===== src/rtl/line_buf_ctrl_pkg.sv =====
// Shared definitions for the edge-path line buffer controller and read-address generator.
// Holds the FSM state encoding and the default frame geometry.
// No logic; imported by line_buf_ctrl and pix_pos_cnt.
package line_buf_ctrl_pkg;

    typedef enum logic [1:0] {
        ST_IDLE = 2'd0,
        ST_FILL = 2'd1,
        ST_RUN  = 2'd2,
        ST_DONE = 2'd3
    } state_t;

    // Default frame geometry, also used by the read-address generator.
    localparam int LB_COLUMN_SIZE = 1280;
    localparam int LB_ROW_SIZE    = 1024;

endpackage


===== src/rtl/pix_pos_cnt.sv =====
// Column/row position counter: holds the position of the next pixel to be accepted.
// Latency: counter advances on the clock after an en beat; eol/eof are combinational on the held position.
// Backpressure: none; en gaps simply hold the position, clr has priority over en.
// Ports: clk, aclr (async, active-high), clr, en -> col, row, eol (last column), eof (last pixel of frame).
module pix_pos_cnt
    import line_buf_ctrl_pkg::*;
#(
    parameter int COLUMN_SIZE = LB_COLUMN_SIZE,
    parameter int ROW_SIZE    = LB_ROW_SIZE,
    parameter int ADDR_W      = 11,
    parameter int ROW_W       = 11
) (
    input  logic              clk,
    input  logic              aclr,
    input  logic              clr,
    input  logic              en,
    output logic [ADDR_W-1:0] col,
    output logic [ROW_W-1:0]  row,
    output logic              eol,
    output logic              eof
);

    logic [ADDR_W-1:0] col_q, col_d;
    logic [ROW_W-1:0]  row_q, row_d;

    assign eol = (col_q == ADDR_W'(COLUMN_SIZE - 1));
    assign eof = eol && (row_q == ROW_W'(ROW_SIZE - 1));
    assign col = col_q;
    assign row = row_q;

    always_comb begin
        col_d = col_q;
        row_d = row_q;
        if (clr) begin
            col_d = '0;
            row_d = '0;
        end else if (en) begin
            if (eol) begin
                col_d = '0;
                // Wrapping the row at frame end leaves the counter at (0,0) for the next frame.
                row_d = eof ? '0 : row_q + 1'b1;
            end else begin
                col_d = col_q + 1'b1;
            end
        end
    end

    always_ff @(posedge clk or posedge aclr) begin
        if (aclr) begin
            col_q <= '0;
            row_q <= '0;
        end else begin
            col_q <= col_d;
            row_q <= row_d;
        end
    end

endmodule


===== src/rtl/line_buf_ctrl.sv =====
// Sequences the two line RAMs feeding the 3x3 edge window: write/read enables, position, window/frame flags.
// Latency: every output is registered, valid 1 cycle after the iDVAL beat it describes.
// Backpressure: none; iDVAL gaps hold counters and zero the enables, iFVAL drop aborts the frame.
// Ports: clk, aclr, iFVAL, iDVAL -> rama/ramb_wren, wr_add, rama/ramb_rden, rdadd_clr, col_cnt, row_cnt,
//        oWIN_VAL, oFRAME_DONE.
module line_buf_ctrl
    import line_buf_ctrl_pkg::*;
#(
    parameter int COLUMN_SIZE = LB_COLUMN_SIZE,
    parameter int ROW_SIZE    = LB_ROW_SIZE,
    parameter int ADDR_W      = 11,
    parameter int ROW_W       = 11
) (
    input  logic              clk,
    input  logic              aclr,
    input  logic              iFVAL,
    input  logic              iDVAL,
    output logic              rama_wren,
    output logic              ramb_wren,
    output logic [ADDR_W-1:0] wr_add,
    output logic              rama_rden,
    output logic              ramb_rden,
    output logic              rdadd_clr,
    output logic [ADDR_W-1:0] col_cnt,
    output logic [ROW_W-1:0]  row_cnt,
    output logic              oWIN_VAL,
    output logic              oFRAME_DONE
);

    state_t            state_q, state_d;
    logic              fval_q;
    logic              rama_wren_q, rama_wren_d;
    logic              ramb_wren_q, ramb_wren_d;
    logic              rama_rden_q, rama_rden_d;
    logic              ramb_rden_q, ramb_rden_d;
    logic              rdadd_clr_q, rdadd_clr_d;
    logic              win_val_q, win_val_d;
    logic              frame_done_q, frame_done_d;
    logic [ADDR_W-1:0] col_cnt_q, col_cnt_d;
    logic [ROW_W-1:0]  row_cnt_q, row_cnt_d;

    logic              start, live, abort, beat, cnt_clr;
    logic [ADDR_W-1:0] pos_col;
    logic [ROW_W-1:0]  pos_row;
    logic              pos_eol, pos_eof;

    // A frame starts on the iFVAL edge; a beat on that same cycle is pixel (0,0).
    assign start   = (state_q == ST_IDLE) && iFVAL && !fval_q;
    assign live    = (state_q == ST_FILL) || (state_q == ST_RUN);
    assign abort   = live && !iFVAL;
    assign beat    = iFVAL && iDVAL && (start || live);
    // Position is pinned at (0,0) while idle so a coincident start beat lands on column 0.
    assign cnt_clr = abort || ((state_q == ST_IDLE) && !beat);

    pix_pos_cnt #(
        .COLUMN_SIZE(COLUMN_SIZE),
        .ROW_SIZE   (ROW_SIZE),
        .ADDR_W     (ADDR_W),
        .ROW_W      (ROW_W)
    ) u_pos (
        .clk (clk),
        .aclr(aclr),
        .clr (cnt_clr),
        .en  (beat),
        .col (pos_col),
        .row (pos_row),
        .eol (pos_eol),
        .eof (pos_eof)
    );

    always_comb begin
        state_d = state_q;
        case (state_q)
            ST_IDLE: if (start)  state_d = ST_FILL;
            ST_FILL: if (abort)  state_d = ST_IDLE;
            ST_RUN:  if (abort)  state_d = ST_IDLE;
            ST_DONE: if (!iFVAL) state_d = ST_IDLE;
            default:             state_d = ST_IDLE;
        endcase
        if (beat) begin
            if (pos_eof)      state_d = ST_DONE;
            else if (pos_eol) state_d = ST_RUN;
        end

        // Even rows go to RAM A, odd rows to RAM B; the RAM being written is read
        // at the same address and returns the row two above (read-old-data).
        rama_wren_d  = beat && !pos_row[0];
        ramb_wren_d  = beat &&  pos_row[0];
        rama_rden_d  = beat && (pos_row != '0);
        ramb_rden_d  = beat && (pos_row > ROW_W'(1));
        win_val_d    = beat && (pos_row > ROW_W'(1)) && (pos_col > ADDR_W'(1));
        frame_done_d = beat && pos_eof;
        rdadd_clr_d  = start;

        col_cnt_d = col_cnt_q;
        row_cnt_d = row_cnt_q;
        if (beat) begin
            col_cnt_d = pos_col;
            row_cnt_d = pos_row;
        end else if (abort || start) begin
            col_cnt_d = '0;
            row_cnt_d = '0;
        end
    end

    always_ff @(posedge clk or posedge aclr) begin
        if (aclr) begin
            state_q      <= ST_IDLE;
            // Treated as already high so a reset inside a frame waits for a fresh iFVAL edge.
            fval_q       <= 1'b1;
            rama_wren_q  <= 1'b0;
            ramb_wren_q  <= 1'b0;
            rama_rden_q  <= 1'b0;
            ramb_rden_q  <= 1'b0;
            rdadd_clr_q  <= 1'b0;
            win_val_q    <= 1'b0;
            frame_done_q <= 1'b0;
            col_cnt_q    <= '0;
            row_cnt_q    <= '0;
        end else begin
            state_q      <= state_d;
            fval_q       <= iFVAL;
            rama_wren_q  <= rama_wren_d;
            ramb_wren_q  <= ramb_wren_d;
            rama_rden_q  <= rama_rden_d;
            ramb_rden_q  <= ramb_rden_d;
            rdadd_clr_q  <= rdadd_clr_d;
            win_val_q    <= win_val_d;
            frame_done_q <= frame_done_d;
            col_cnt_q    <= col_cnt_d;
            row_cnt_q    <= row_cnt_d;
        end
    end

    assign rama_wren   = rama_wren_q;
    assign ramb_wren   = ramb_wren_q;
    assign rama_rden   = rama_rden_q;
    assign ramb_rden   = ramb_rden_q;
    assign rdadd_clr   = rdadd_clr_q;
    assign oWIN_VAL    = win_val_q;
    assign oFRAME_DONE = frame_done_q;
    assign col_cnt     = col_cnt_q;
    assign row_cnt     = row_cnt_q;
    assign wr_add      = col_cnt_q;

endmodule

===== config.mk =====
export PLATFORM = sky130hd
export DESIGN_NAME = line_buf_ctrl
export DESIGN_NICKNAME = d
export VERILOG_FILES = /design/src/rtl/line_buf_ctrl_pkg.sv /design/src/rtl/pix_pos_cnt.sv /design/src/rtl/line_buf_ctrl.sv
export SDC_FILE = /design/constraint.sdc
export NUM_CORES = 1
export LEC_CHECK = 0
export CAP_MARGIN = 20
export CORE_MARGIN = 2
export CORE_UTILIZATION = 53
export DETAILED_ROUTE_END_ITERATION = 10
export PLACE_DENSITY = 0.8
export SYNTH_ARGS = -nofsm -noshare
export SYNTH_HDL_FRONTEND = slang
export SYNTH_SLANG_ARGS = --single-unit

===== constraint.sdc =====
create_clock -name clk -period 2.5 [get_ports clk]
set_input_delay 0.5 -clock clk [delete_from_list [all_inputs] [get_ports clk]]
set_output_delay 0.5 -clock clk [all_outputs]
set_load 0.1 [all_outputs]

==> results_dict.tcl <==
set metrics [dict create \
    maxCapViolCount 0 \
    clock-root-buffer "clkbuf_8" \
    track_usage 0.2199 \
    period_needed_ps 2132 \
    wl_um 5494 \
    timing.hold.ws_ps 488.5 \
    start_kind "register" \
    holdBufCountCts 0 \
    cts_max_level 2 \
    synth_nets 259 \
    avgSynthCellArea_um2 10.52 \
    ys_seq_elements 54 \
    power_density_mw_per_mm2 615.1 \
    min_path_type "register to register" \
    finalClockSkew_ps 4.751 \
    drtAntennaViolNets 0 \
    grt_pass1_wl_um 9163 \
    setup_viol_count_final 0 \
    dpl_cell_area_mm2 0.002964 \
    grt-ovfl-total 0 \
    final_layout_size_suffix_gt1_frac 0.2273 \
    die_x_um 74.16 \
    arrival_ps 2370 \
    synthToLayoutAreaGrowth_pct 17.07 \
    grt_max_degree 36 \
    synth_warnings 0 \
    clock_latency_ps 310 \
    cts_sinks 54 \
    clk_pin_slew_worst_paths_ps 100 \
    yosysMostFrequentCell "dfrtp_1" \
    synth_top_area_share 0.5084 \
    via_per_inst 5.779 \
    setup_tns_ps 0 \
    design_area_mm2 0.003054 \
    relSlewSlack 0.6079 \
    worst_pin_slew_ps 582.0 \
    gp_congestion 0.8331 \
    core_mm2 0.004723 \
    initial_utilization 0.5523 \
    rr_endpoint "u_pos.row[8]" \
    status "finished clean" \
    cts_buffers 5 \
    cts_tree "done" \
    clockBufferDepth 2 \
    post-route-period-util 0.8528 \
    hpwl_um 3950 \
    via_count 2040 \
    hp-start "row_cnt[0]" \
    yosysTopAreaCell "dfrtp_1" \
    placementRows 25 \
    io-pin-count 44 \
    dp_slack_ps 190.4 \
    fin_util 0.6466 \
    hold_path_end "row_cnt[0]" \
    dieArea_mm2 0.005500 \
    synth-async-reset-ratio 1.000 \
    path_class "register to register" \
    setup_ws_ps 368.0 \
    finalHoldViolations 0 \
    antenna_found_initial 0 \
    ir_worst_vdd_v 0.0005927 \
    leakage_uw 0.001443 \
    drt-initial-drc-count 163 \
    cp.required_ps 2740 \
    cts-resized-gates 0 \
    synth_area_mm2 0.002609 \
    antennaDiodeCount 0 \
    timing.rr.start "state_q[0]" \
    finalNetCount 296 \
    reg2reg_slack_ps 370 \
    end_kind "register" \
    drc_errors 0 \
    ys_seq_area_frac 0.5185 \
    netlist_instances 248 \
    fp.dieH_um 74.16 \
    synth_common_cells "53 x dfrtp_1, 22 x nand2_1, 18 x nor2_1" \
    drt_pass1_iterations 4 \
    slew_viol_final 0 \
    synth_area_leaders "dfrtp_1 51%, a22o_1 5.7%, ha_1 3.4%" \
    whs_path_depth 1 \
    grt_setup_unrepaired "no" \
    synth_flop_cell "dfrtp_1" \
    post_cts_buffers 0 \
    synthDistinctLibCells 49 \
    wl_per_cell_um 15.56 \
    port-buffer-count 43 \
    synth-edff-count 0 \
    grt_pass1_vias 1965 \
    critPathMaxFanout 6 \
    fmax_mhz 469.0 \
    rr_worst_depth 8 \
]
sequential cells by signal, summed over array words and instances (netlist names):
register,count
oFRAME_DONE,1
ramb_rden,1
row_cnt,11
u_pos.col,11
col_cnt,11
rdadd_clr,1
oWIN_VAL,1
rama_rden,1
rama_wren,1
u_pos.row,11
ramb_wren,1
state_q,2
fval_q,1
cell usage in the layout (no fill, tap or decap), types with 3 or more instances in the layout:
cell,Yosys,routed
nand2_1,22,22
a21oi_1,5,5
nor2b_1,4,4
a31oi_1,3,3
nor4_1,5,5
a21boi_0,3,3
dfrtp_1,53,53
clkbuf_8,0,5
inv_1,8,7
buf_4,11,46
nand4_1,5,5
nand3_1,15,15
ha_1,7,7
xor2_1,4,4
o21ai_0,13,13
and2_1,4,4
nor2_1,18,18
clkdlybuf4s50_1,0,3
a22oi_1,3,3
a22o_1,17,17
power breakdown:
| group | total [uW] | switching (uW) | internal, uW | leakage (uW) |
|---|---|---|---|---|
| registers | 924 | 26.1 | 898 | 0.000747 |
| logic | 463 | 329 | 134 | 0.000651 |
| clock network | 491 | 294 | 198 | 0.0000441 |
| total | 1880 | 649 | 1230 | 0.00144 |
logic make-up after synthesis:
family,share of synthesized area
AO/OA/AOI/OAI,0.1688
XOR/XNOR,0.02014
adder cells (fa/ha/maj),0.03357
buffers and inverters,0.06091
flip-flops,0.5185
multiplexers,0.01199
AND/OR/NAND/NOR,0.1861
worst max-delay path by stage:
stage,start,cells after the start,to
6_report,state_q[0],8,u_pos.row[8]
4_1_cts,state_q[1],8,u_pos.row[8]
3_3_place_gp,iFVAL,5,u_pos.row[4]
3_5_place_dp,iFVAL,6,u_pos.row[0]
2_1_floorplan,state_q[0],7,u_pos.row[6]
5_1_grt,state_q[1],8,u_pos.row[8]
routing by layer:
layer,vias up,routed length (um),track usage
li1,956,-,-
met1,1000,2401,0.2886
met2,73,2668,0.3502
met3,11,289,0.03930
met4,0,133,0.1152
met5,-,0,0
worst max-delay path, stage by stage (launching register included):
cell and delay [ps]:
dfrtp_1 370, inv_1 50, ha_1 400, nand2b_1 130, a21boi_0 110, nor2_1 410
buf_4 230, nand2_1 150, a31oi_1 190
layout make-up:
class	instances	area (um^2)
Clock buffer	5	68.82
Clock inverter	3	21.27
Timing Repair Buffer	50	395.4
Inverter	8	30.03
Multi-Input combinational cell	166	1102
Tap cell	67	83.83
Fill cell	400	1669
Sequential cell	54	1353
through the flow:
step           instances  total power, uW
2_1_floorplan        248             1279
3_3_place_gp         345             1399
3_5_place_dp         345             1409
4_1_cts              353             1893
5_1_grt              353             1966
6_report             353             1879
(Power assumes the default switching activity.)
